## config.mk

```make
export PLATFORM = sky130hd
export DESIGN_NAME = carry_select_adder
export DESIGN_NICKNAME = d
export VERILOG_FILES = /design/src/rtl/rca_block.sv /design/src/rtl/carry_select_adder.sv
export SDC_FILE = /design/constraint.sdc
export NUM_CORES = 1
export LEC_CHECK = 0
export CORE_AREA = 5 5 42 44
export DETAILED_ROUTE_END_ITERATION = 6
export DIE_AREA = 0 0 47 49
export PLACE_DENSITY = 0.62
export SYNTH_ARGS = -nofsm -noshare
export SYNTH_HDL_FRONTEND = slang
export SYNTH_HIERARCHICAL = 1
export SYNTH_SLANG_ARGS = --single-unit
```

## constraint.sdc

```tcl
create_clock -name clk -period 3.9 [get_ports clk]
set_input_delay 0.78 -clock clk [delete_from_list [all_inputs] [get_ports clk]]
set_output_delay 0.78 -clock clk [all_outputs]
set_load 0.005 [all_outputs]
```

## src/rtl/rca_block.sv

```systemverilog
// BLK-bit ripple-carry adder built from per-bit full-adder equations.
module rca_block #(
  parameter int unsigned BLK = 2
) (
  input  logic [BLK-1:0] a,
  input  logic [BLK-1:0] b,
  input  logic           ci,
  output logic [BLK-1:0] s,
  output logic           co
);

  logic [BLK:0] c;

  // Ripple the carry bit by bit through full-adder cells.
  always_comb begin
    c    = '0;
    s    = '0;
    c[0] = ci;
    for (int k = 0; k < int'(BLK); k++) begin
      s[k]   = a[k] ^ b[k] ^ c[k];
      c[k+1] = (a[k] & b[k]) | (c[k] & (a[k] ^ b[k]));
    end
  end

  assign co = c[BLK];

endmodule

```

## src/rtl/carry_select_adder.sv

```systemverilog
// Registered carry-select adder: {cout,S} = A + B + cin, one clock of latency.
// Block 0 ripples from cin; each later block precomputes sums for carry-in 0
// and 1 and picks one with the previous block's selected carry.
module carry_select_adder #(
  parameter int unsigned WIDTH = 4,
  parameter int unsigned BLK   = 2
) (
  input  logic             clk,
  input  logic             rst,
  input  logic [WIDTH-1:0] A,
  input  logic [WIDTH-1:0] B,
  input  logic             cin,
  input  logic             in_valid,
  output logic [WIDTH-1:0] S,
  output logic             cout,
  output logic             out_valid
);

  localparam int unsigned NB = WIDTH / BLK;

  if ((WIDTH % BLK) != 0) begin : g_bad_blk
    $error("WIDTH must be a multiple of BLK");
  end

  // carry[i] is the selected carry into block i; carry[NB] is the final carry.
  logic [NB:0]      carry;
  logic [WIDTH-1:0] sum;

  assign carry[0] = cin;

  for (genvar i = 0; i < int'(NB); i++) begin : g_blk
    if (i == 0) begin : g_first
      rca_block #(
        .BLK (BLK)
      ) u_rca (
        .a  (A[BLK-1:0]),
        .b  (B[BLK-1:0]),
        .ci (carry[0]),
        .s  (sum[BLK-1:0]),
        .co (carry[1])
      );
    end else begin : g_sel
      logic [BLK-1:0] s0, s1;
      logic           c0, c1;

      rca_block #(
        .BLK (BLK)
      ) u_rca0 (
        .a  (A[i*BLK +: BLK]),
        .b  (B[i*BLK +: BLK]),
        .ci (1'b0),
        .s  (s0),
        .co (c0)
      );

      rca_block #(
        .BLK (BLK)
      ) u_rca1 (
        .a  (A[i*BLK +: BLK]),
        .b  (B[i*BLK +: BLK]),
        .ci (1'b1),
        .s  (s1),
        .co (c1)
      );

      assign sum[i*BLK +: BLK] = carry[i] ? s1 : s0;
      assign carry[i+1]        = carry[i] ? c1 : c0;
    end
  end

  // Output register: reset wins, valid input loads, otherwise hold the sum.
  always_ff @(posedge clk) begin
    if (rst) begin
      S         <= '0;
      cout      <= 1'b0;
      out_valid <= 1'b0;
    end else if (in_valid) begin
      S         <= sum;
      cout      <= carry[NB];
      out_valid <= 1'b1;
    end else begin
      out_valid <= 1'b0;
    end
  end

endmodule

```

==> metrics.txt, run 1 <==
# TYPE chip_impl_metric gauge
chip_impl_info{name="status",value="completed"} 1
chip_impl_metric{name="core_area",unit="um^2"} 1401
chip_impl_metric{name="place_hpwl",unit="um"} 652.6
chip_impl_metric{name="buffer_ports.inserted",unit=""} 17
chip_impl_metric{name="first_pass_grt_wire_length",unit="um"} 1124
chip_impl_info{name="grt_most_used_layer",value="met2"} 1
chip_impl_metric{name="final.period_utilization",unit="%"} 62.57
chip_impl_info{name="timing.setup.critical_path_class",value="in -> reg"} 1
chip_impl_info{name="clock_tree_from_tritoncts",value="built"} 1
chip_impl_info{name="synth.cells.most_frequent",value="24 x inv_1, 6 x dfxtp_1, 6 x fa_1"} 1
chip_impl_metric{name="cells_on_worst_hold_path",unit=""} 2
chip_impl_metric{name="fp.dieArea",unit="um^2"} 2303
chip_impl_metric{name="critPathRequiredTime",unit="ps"} 4000
chip_impl_metric{name="die_y",unit="um"} 49
chip_impl_metric{name="global_route.usage.met2",unit="%"} 10.63
chip_impl_metric{name="filler_cell_count",unit=""} 145
chip_impl_metric{name="synth.net_count",unit=""} 71
chip_impl_info{name="synth_top_family_by_area",value="adder cells"} 1
chip_impl_metric{name="detail_route.first_pass.iterations",unit=""} 3
chip_impl_metric{name="postSynth.asyncResetShare",unit="%"} 0
chip_impl_metric{name="ys.warnings.count",unit=""} 6
chip_impl_metric{name="timing.final.hold_violations",unit=""} 0
chip_impl_metric{name="cts_setup_buffers",unit=""} 0
chip_impl_metric{name="synthesis.area_per_instance",unit="um^2"} 8.310
chip_impl_metric{name="crit_path_max_fanout",unit=""} 3
chip_impl_info{name="synth-main-ff-cell",value="dfxtp_1"} 1
chip_impl_metric{name="viasPerCell",unit=""} 3.852
chip_impl_info{name="hold_path_end",value="cout"} 1
chip_impl_metric{name="synth_adder_area_share",unit="%"} 27.27
chip_impl_metric{name="final_area",unit="um^2"} 648.1
chip_impl_metric{name="dr_total_vias",unit=""} 339
chip_impl_metric{name="synth.lib_cells_used.distinct",unit=""} 9
chip_impl_metric{name="worst_ir_drop_vdd",unit="V"} 0.00008390
chip_impl_metric{name="worst-r2r-cell-count",unit=""} 2
chip_impl_metric{name="use_met3",unit="%"} 2.214
chip_impl_metric{name="synth-simple-area-share",unit="%"} 5.682
chip_impl_metric{name="detailed_route_iter0_violations",unit=""} 7
chip_impl_metric{name="leakage",unit="nW"} 0.3505
chip_impl_metric{name="grt_util_met1",unit="%"} 7.658
chip_impl_metric{name="netlist_area",unit="um^2"} 440.4
chip_impl_metric{name="drv.max_cap_violation_count",unit=""} 0
chip_impl_info{name="netlist.top_cell.by_area",value="dfxtp_1"} 1
chip_impl_metric{name="finalCoreUtilization",unit="%"} 46.25
chip_impl_info{name="worstHoldStart",value="cout"} 1
chip_impl_metric{name="design.portCount",unit=""} 18
chip_impl_metric{name="grt_max_degree",unit=""} 10
chip_impl_metric{name="synth_xor_xnor_area_share",unit="%"} 0
chip_impl_metric{name="holdWs",unit="ps"} 484.2
chip_impl_info{name="cts_root_buf",value="clkbuf_4"} 1
chip_impl_info{name="post_synth_main_area_contributors",value="dfxtp_1 27%, fa_1 27%, inv_1 20%"} 1
chip_impl_metric{name="report.final.setup_viol",unit=""} 0
chip_impl_metric{name="final.setup.tns",unit="ps"} 0
chip_impl_metric{name="gp_congestion",unit=""} 0.7107
chip_impl_metric{name="cts_max_level",unit=""} 1
chip_impl_metric{name="cts.repair.resized",unit=""} 0
chip_impl_metric{name="global_route_total_usage_across_every_layer",unit="%"} 7.026
chip_impl_metric{name="number_of_antenna_violations_at_the_first_check_in_global_routing",unit=""} 0
chip_impl_metric{name="routed_wirelength",unit="um"} 713
chip_impl_metric{name="fraction_of_final_layout_cells_with_drive_strength_greater_than_1",unit="%"} 4.167
chip_impl_metric{name="placed_area",unit="um^2"} 625.6
chip_impl_metric{name="synthesis.instances",unit=""} 53
chip_impl_metric{name="cts_max_path_buffers",unit=""} 2
chip_impl_metric{name="clkLatencyLatePin",unit="ps"} 230
chip_impl_metric{name="drc",unit=""} 0
chip_impl_metric{name="ys_seq_elements",unit=""} 6
chip_impl_metric{name="areaGrowthSynthToFinish",unit="%"} 47.16
chip_impl_metric{name="cts_num_sinks",unit=""} 6
chip_impl_metric{name="synth_mux_area_share",unit="%"} 11.36
chip_impl_metric{name="first_global_vias",unit=""} 282
chip_impl_metric{name="synth_top_area_share",unit="%"} 27.27
chip_impl_info{name="rr_endpoint",value="S[2]"} 1
chip_impl_metric{name="reg2reg_slack",unit="ps"} 3240
chip_impl_metric{name="powerDensity",unit="nW/um^2"} 277.6
chip_impl_metric{name="timing.final.max_slew_violations",unit=""} 0
chip_impl_metric{name="synth_compound_area_share",unit="%"} 5.114
chip_impl_metric{name="detail-route-antenna-nets",unit=""} 0
chip_impl_metric{name="std_cell_rows",unit=""} 14
chip_impl_metric{name="clk_pin_slew",unit="ps"} 40
chip_impl_metric{name="final_period_minus_worst_setup_slack",unit="ps"} 2440
chip_impl_info{name="worstReg2RegStart",value="S[2]"} 1
chip_impl_metric{name="tritoncts.num_buffers",unit=""} 3
chip_impl_info{name="crit_end_element",value="flop"} 1
chip_impl_metric{name="clock.fmax",unit="MHz"} 409.8
chip_impl_metric{name="wire_per_inst",unit="um"} 8.102
chip_impl_metric{name="post_cts_hold_buffer_count",unit=""} 0
chip_impl_metric{name="initial_core_util",unit="%"} 31.43
chip_impl_info{name="worstHoldPathType",value="reg -> reg"} 1
chip_impl_metric{name="fin_skew",unit="ps"} 0
chip_impl_metric{name="final_net_count",unit=""} 92
chip_impl_metric{name="synth_edf_count",unit=""} 0
chip_impl_info{name="rsz0062_at_grt",value="false"} 1
chip_impl_metric{name="num_antenna_cells",unit=""} 0
chip_impl_info{name="synth_most_common_cell",value="inv_1"} 1
chip_impl_metric{name="grt.overflow.total",unit=""} 0
chip_impl_info{name="worstSetupStartpointType",value="primary input"} 1
chip_impl_metric{name="synth_seq_area_share",unit="%"} 27.27
chip_impl_metric{name="cp_data_arrival_time",unit="ps"} 2540
chip_impl_metric{name="dieWidth",unit="um"} 47
==> kinds of logic (layout without fill, tap and decap cells) <==
family / count (synthesis) / in the layout
fa+ha+maj: 6 / 6
compound gates: 3 / 3
simple gates: 6 / 6
mux: 5 / 5
buf+inv: 25 / 44
flops: 6 / 6
other cells: 2 / 2
==> where the power goes <==
part / internal [mW] / total, mW / switching (mW)
Sequential: 0.0672 / 0.0696 / 0.00238
Clock: 0.0346 / 0.0537 / 0.0192
Combinational: 0.0331 / 0.0566 / 0.0234
Total: 0.135 / 0.180 / 0.0450
==> per-layer routing <==
layer	routed length (um)	vias up
li1	-	181
met5	0	-
met2	325	15
met1	289	143
met3	98	0
met4	0	0
==> flip-flops by register name, summed over array words and instances, names as in the netlist <==
name and count:
S 4, out_valid 1, cout 1
==> worst max path at each step <==
stage | slack, ps | end | from
final | 1460 | cout | A[0]
after global placement | 1240 | cout | A[0]
after global routing | 1360 | S[2] | A[0]
after CTS | 1440 | cout | A[0]
after detailed placement | 1200 | cout | A[0]
after floorplan | 1800 | S[2] | A[0]
==> cell usage in the layout (no fill, tap or decap) <==
| cell | Yosys | final |
|---|---|---|
| clkbuf_4 | 0 | 3 |
| nor2_1 | 5 | 5 |
| a211oi_1 | 3 | 3 |
| clkdlybuf4s50_1 | 0 | 17 |
| nor2b_1 | 1 | 1 |
| conb_1 | 2 | 2 |
| dfxtp_1 | 6 | 6 |
| mux2i_1 | 5 | 5 |
| inv_1 | 24 | 24 |
| fa_1 | 6 | 6 |
==> stage by stage <==
step                      setup slack (ps)  total power, mW  instances
after floorplan                       1799           0.1007         53
after CTS                             1445           0.1843         88
after detailed placement              1196           0.1287         85
final                                 1460           0.1799         88
after global routing                  1365           0.1960         88
after global placement                1240           0.1269         85
==> critical path, cell delays in order <==
cell	delay, ps
clkdlybuf4s50_1	450
inv_1	50
fa_1	440
fa_1	370
inv_1	140
mux2i_1	220
a211oi_1	90
==> layout make-up <==
class	count	area (um^2)	share of cell area (%)
Clock buffer	3	22.52	3.475
Sequential cell	6	120.1	18.53
Timing Repair Buffer	17	170.2	26.25
Inverter	24	90.09	13.90
Multi-Input combinational cell	22	225.2	34.75
Tap cell	16	20.02	3.089
Note: power is estimated with default switching activity, not from simulation.
==> run 2: changes to the inputs <==
--- a/config.mk
+++ b/config.mk
@@ -8,7 +8,7 @@
 export CORE_AREA = 5 5 42 44
 export DETAILED_ROUTE_END_ITERATION = 6
 export DIE_AREA = 0 0 47 49
-export PLACE_DENSITY = 0.62
+export PLACE_DENSITY = 0.65
 export SYNTH_ARGS = -nofsm -noshare
 export SYNTH_HDL_FRONTEND = slang
 export SYNTH_HIERARCHICAL = 1
==> constraint.sdc (replaced) <==
create_clock -name clk -period 2.21 [get_ports clk]
set_input_delay 0.442 -clock clk [delete_from_list [all_inputs] [get_ports clk]]
set_output_delay 0.442 -clock clk [all_outputs]
set_load 0.005 [all_outputs]
==> metrics.txt, run 2 (synthesis gave the netlist of run 1 again) <==
# TYPE chip_impl_metric gauge
chip_impl_metric{name="worst_ir_drop_vdd",unit="V"} 0.0001425
chip_impl_metric{name="timing.final.hold_violations",unit=""} 0
chip_impl_metric{name="areaGrowthSynthToFinish",unit="%"} 47.16
chip_impl_metric{name="core_area",unit="um^2"} 1401
chip_impl_info{name="timing.setup.critical_path_class",value="in -> reg"} 1
chip_impl_info{name="mostFrequentLayoutCell",value="inv_1"} 1
chip_impl_metric{name="reg2reg_slack",unit="ps"} 1540
chip_impl_metric{name="grt_max_degree",unit=""} 10
chip_impl_metric{name="dpl.cell_count",unit=""} 85
chip_impl_metric{name="critPathRequiredTime",unit="ps"} 2310
chip_impl_metric{name="first_global_vias",unit=""} 293
chip_impl_metric{name="crit_path_max_fanout",unit=""} 3
chip_impl_metric{name="placed_area",unit="um^2"} 625.6
chip_impl_metric{name="cp_data_arrival_time",unit="ps"} 2170
chip_impl_metric{name="drc",unit=""} 0
chip_impl_metric{name="cts_setup_buffers",unit=""} 0
chip_impl_metric{name="gp_congestion",unit=""} 0.6733
chip_impl_metric{name="dieWidth",unit="um"} 47
chip_impl_metric{name="report.final.setup_viol",unit=""} 0
chip_impl_metric{name="cells_on_worst_hold_path",unit=""} 2
chip_impl_info{name="top_register",value="S"} 1
chip_impl_info{name="most-common-layout-cells",value="24 x inv_1, 17 x clkdlybuf4s50_1, 6 x dfxtp_1, 6 x fa_1"} 1
chip_impl_metric{name="viasPerCell",unit=""} 3.909
chip_impl_metric{name="final_area",unit="um^2"} 648.1
chip_impl_metric{name="num_antenna_cells",unit=""} 0
chip_impl_metric{name="seq_area",unit="um^2"} 120.1
chip_impl_metric{name="fin_skew",unit="ps"} 0
chip_impl_metric{name="final_period_minus_worst_setup_slack",unit="ps"} 2072
chip_impl_metric{name="initial_core_util",unit="%"} 31.43
chip_impl_metric{name="powerDensity",unit="nW/um^2"} 491.3
chip_impl_info{name="clock_tree_from_tritoncts",value="built"} 1
chip_impl_metric{name="filler_cell_count",unit=""} 155
chip_impl_info{name="worstHoldPathType",value="reg -> reg"} 1
chip_impl_metric{name="dr_total_vias",unit=""} 344
chip_impl_metric{name="design.portCount",unit=""} 18
chip_impl_metric{name="wire_per_inst",unit="um"} 8.125
chip_impl_metric{name="number_of_antenna_violations_at_the_first_check_in_global_routing",unit=""} 0
chip_impl_metric{name="worst-r2r-cell-count",unit=""} 2
chip_impl_metric{name="detail_route_met3_wl",unit="um"} 66
chip_impl_info{name="uppermost_routed_layer",value="met3"} 1
chip_impl_metric{name="clock.fmax",unit="MHz"} 482.7
chip_impl_metric{name="fin_cells",unit=""} 88
chip_impl_info{name="rsz0062_at_grt",value="false"} 1
chip_impl_metric{name="cts_max_level",unit=""} 1
chip_impl_metric{name="std_cell_rows",unit=""} 14
chip_impl_metric{name="final.period_utilization",unit="%"} 93.74
chip_impl_metric{name="buffer_ports.inserted",unit=""} 17
chip_impl_metric{name="multiInputGateArea",unit="um^2"} 225.2
chip_impl_info{name="worstSetupStartpointType",value="primary input"} 1
chip_impl_metric{name="detailed_route_iter0_violations",unit=""} 12
chip_impl_metric{name="detail_route.wirelength.met1",unit="um"} 303
chip_impl_info{name="crit_end_element",value="flop"} 1
chip_impl_metric{name="final_net_count",unit=""} 92
chip_impl_metric{name="fp.dieArea",unit="um^2"} 2303
chip_impl_metric{name="place_hpwl",unit="um"} 638.7
chip_impl_metric{name="detail_route.first_pass.iterations",unit=""} 3
chip_impl_metric{name="fraction_of_final_layout_cells_with_drive_strength_greater_than_1",unit="%"} 4.167
chip_impl_metric{name="detail-route-antenna-nets",unit=""} 0
chip_impl_metric{name="post_cts_hold_buffer_count",unit=""} 0
chip_impl_metric{name="routed_wirelength",unit="um"} 715
chip_impl_info{name="reg_top3",value="S x4, cout x1, out_valid x1"} 1
chip_impl_metric{name="largest_register_ff_count",unit=""} 4
chip_impl_metric{name="tritoncts.num_buffers",unit=""} 3
chip_impl_metric{name="detailroute.wirelength.met2",unit="um"} 346
chip_impl_metric{name="clkLatencyLatePin",unit="ps"} 230
chip_impl_info{name="status",value="completed"} 1
chip_impl_metric{name="die_y",unit="um"} 49
chip_impl_metric{name="first_pass_grt_wire_length",unit="um"} 1145
chip_impl_metric{name="clk_pin_slew",unit="ps"} 40
chip_impl_metric{name="global_route_total_usage_across_every_layer",unit="%"} 6.818
chip_impl_info{name="cts_root_buf",value="clkbuf_4"} 1
chip_impl_metric{name="timing.final.max_slew_violations",unit=""} 0
chip_impl_metric{name="drv.max_cap_violation_count",unit=""} 0
chip_impl_metric{name="leakage",unit="nW"} 0.3505
chip_impl_metric{name="cts_max_path_buffers",unit=""} 2
chip_impl_metric{name="grt.overflow.total",unit=""} 0
chip_impl_metric{name="cts.repair.resized",unit=""} 0
chip_impl_metric{name="cts_num_sinks",unit=""} 6
[run 2: final timing paths]
check	start	endpoint
setup / recovery	A[0]	S[3]
hold / removal	S[2]	S[2]
hold reg to reg	S[2]	S[2]
setup reg to reg	S[3]	S[3]
[run 2: critical path, stage by stage]
cell and delay (ps):
clkdlybuf4s50_1 450, inv_1 50, fa_1 420, fa_1 360, inv_1 140, mux2i_1 210, a211oi_1 90
[run 2: stage by stage]
| step | power [mW] | worst slack (ps) | setup TNS, ps | utilization, % | hold slack (ps) |
|---|---|---|---|---|---|
| after CTS | 0.3259 | 127.7 | 0 | 46.25 | 492.2 |
| final | 0.3184 | 138.3 | 0 | 46.25 | 488.2 |
| after floorplan | 0.1777 | 447.2 | 0 | - | 473.2 |
| after global routing | 0.3498 | 22.61 | 0 | 46.25 | 517.2 |
| after detailed placement | 0.2264 | -121.5 | -340.4 | 44.64 | 486.2 |
| after global placement | 0.2240 | -101.8 | -255.9 | 44.64 | 479.5 |
[run 2: final cells by class]
class	instances	share of cell area [%]
Sequential cell	6	18.53
Tap cell	16	3.089
Timing Repair Buffer	17	26.25
Inverter	24	13.90
Clock buffer	3	3.475
Multi-Input combinational cell	22	34.75
[run 2: power breakdown]
part / switching (mW) / total [mW] / internal, mW
Sequential: 0.00469 / 0.123 / 0.119
Clock: 0.0350 / 0.0961 / 0.0611
Combinational: 0.0407 / 0.0990 / 0.0583
Total: 0.0804 / 0.318 / 0.238
[run 2: metal layers]
layer | up-vias | track usage [%]
met5 | - | 0
met4 | 0 | 4.147
met3 | 0 | 2.214
met2 | 11 | 9.955
met1 | 151 | 8.352
li1 | 182 | -
==> patch, RTL diff (config.mk and constraints of run 2) <==
`BLK` is set to 2 in 2 places; all go to 1.
--- a/src/rtl/rca_block.sv
+++ b/src/rtl/rca_block.sv
@@ -1,5 +1,5 @@
 // BLK-bit ripple-carry adder built from per-bit full-adder equations.
 module rca_block #(
-  parameter int unsigned BLK = 2
+  parameter int unsigned BLK = 1
 ) (
   input  logic [BLK-1:0] a,
--- a/src/rtl/carry_select_adder.sv
+++ b/src/rtl/carry_select_adder.sv
@@ -4,5 +4,5 @@
 module carry_select_adder #(
   parameter int unsigned WIDTH = 4,
-  parameter int unsigned BLK   = 2
+  parameter int unsigned BLK   = 1
 ) (
   input  logic             clk,
Check against the original RTL: equivalent (equiv_simple and equiv_induct, registers matched by name and starting in step).
==> patch against run 2 <==
  * Routed wire length increased by 33%
  * Sequential cell count is the same
  * Synthesized cell count shrank 23%
  * Cell area grew 11%
  * First-iteration DRC count fell by 100%
  * Largest cell class unchanged
  * Highest routed layer unchanged
  * Largest power group unchanged
  * Power grew 9.6%
  * Area after synthesis is 7.4% higher
  * Worst setup slack improved by 100 ps
  * Critical endpoint is now cout
  * Non-clock buffer count is 3 higher
==> patch: results (changes against run 2) <==
Pwr
The highest ir drop seen on vdd is 0.000275 V (+93%). The total leakage power is 0.000281 uW (-20%).

GRT
The wire length of the first global-routing pass came to 1.62 mm (+42%). The largest net degree at the start of global routing is 14 (+4). The total global-route track usage was 0.0973 (+0.0291).

Final layout
The post-layout net count is 88 (-4.3%). The total of fill cells in the finished design was 143 (-7.7%). The share of final-layout standard cells stronger than drive strength 1 is 0.134 (+0.0927).

Route
The routed via count came to 378 (+9.9%). The number of search-and-repair iterations in the first detailed-routing pass is 1 (-2). The post-detailed-routing wire length is 952 um (+33%).

The initial detailed-routing violation count was 0 (-12).

Logic synthesis
The mux share of post-synthesis cell area was 0.153 (+0.0398). Ranked by instance count, the synthesized netlist is headed by sky130_fd_sc_hd__fa_1 (7), sky130_fd_sc_hd__dfxtp_1 (6), sky130_fd_sc_hd__mux2i_1 (5). The number of instances in the synthesized netlist is 41 (-23%).

The proportion of register bits with asynchronous set or reset after synthesis is 0 (unchanged). The sequential share of the synthesized area is 0.254 (-0.0188). The unique cell type count in the Yosys netlist is 16 (+7). The compound-gate portion of the synthesized area is 0.0635 (+0.0124). By area the synthesized netlist is led by sky130_fd_sc_hd__fa_1 (30%), sky130_fd_sc_hd__dfxtp_1 (25%), sky130_fd_sc_hd__mux2i_1 (11%).

Status
The flow ran to the end, and the final reports show no timing, DRC or antenna violations.

Setup path
The endpoint arrival time on the critical path is 2090 ps (-80 ps). The worst-case reg-to-reg path depth is 2 (unchanged). The critical-path maximum fanout is 7 (+4). The endpoint of the most critical setup path is cout.

The setup slack of the worst register-to-register path was 1490 ps (-50 ps). The highest-delay cell along the critical path is sky130_fd_sc_hd__fa_1. The startpoint of the most critical register-to-register path is cout. The maximum single-stage delay on the critical path is 520 ps (+70 ps).

Placed design
The post-place instance area was 697 um2 (+11%). The placed cell count is 80 (-5.9%). The post-placement worst setup slack is -29.7 ps (+91.8 ps). The post-DP HPWL is 790 um (+24%).

Clock network
The maximum buffer depth of the clock tree was 2 (unchanged).

Timing
The setup slack after layout came to 241 ps (+103 ps).
## patch: changes by cell type after synthesis, sizes merged, moves of 2 or more
| cell | before | now |
|---|---|---|
| or3b | 0 | 2 |
| nor2 | 5 | 3 |
| nor3b | 0 | 2 |
| o21bai | 0 | 2 |
| inv | 24 | 0 |
| nor4 | 0 | 2 |
| nor4b | 0 | 2 |
| nand3b | 0 | 2 |
## patch: report_power, final
group	switching (uW)	total, uW	internal, uW	leakage (uW)
Clock	39.5	101	61.4	0.0000138
Combinational	49.9	124	74.4	0.000217
Sequential	4.70	124	119	0.0000499
## patch: layer usage
metal,GRT usage,wire [um]
met5,0,0
met4,0.0276,0
met3,0.0443,46
met2,0.147,509
met1,0.122,396
## patch: cell type report
| class | instances | area share |
|---|---|---|
| Clock buffer | 3 | 0.0313 |
| Multi-Input combinational cell | 38 | 0.506 |
| Sequential cell | 6 | 0.167 |
| Tap cell | 16 | 0.0278 |
| Timing Repair Buffer | 20 | 0.268 |
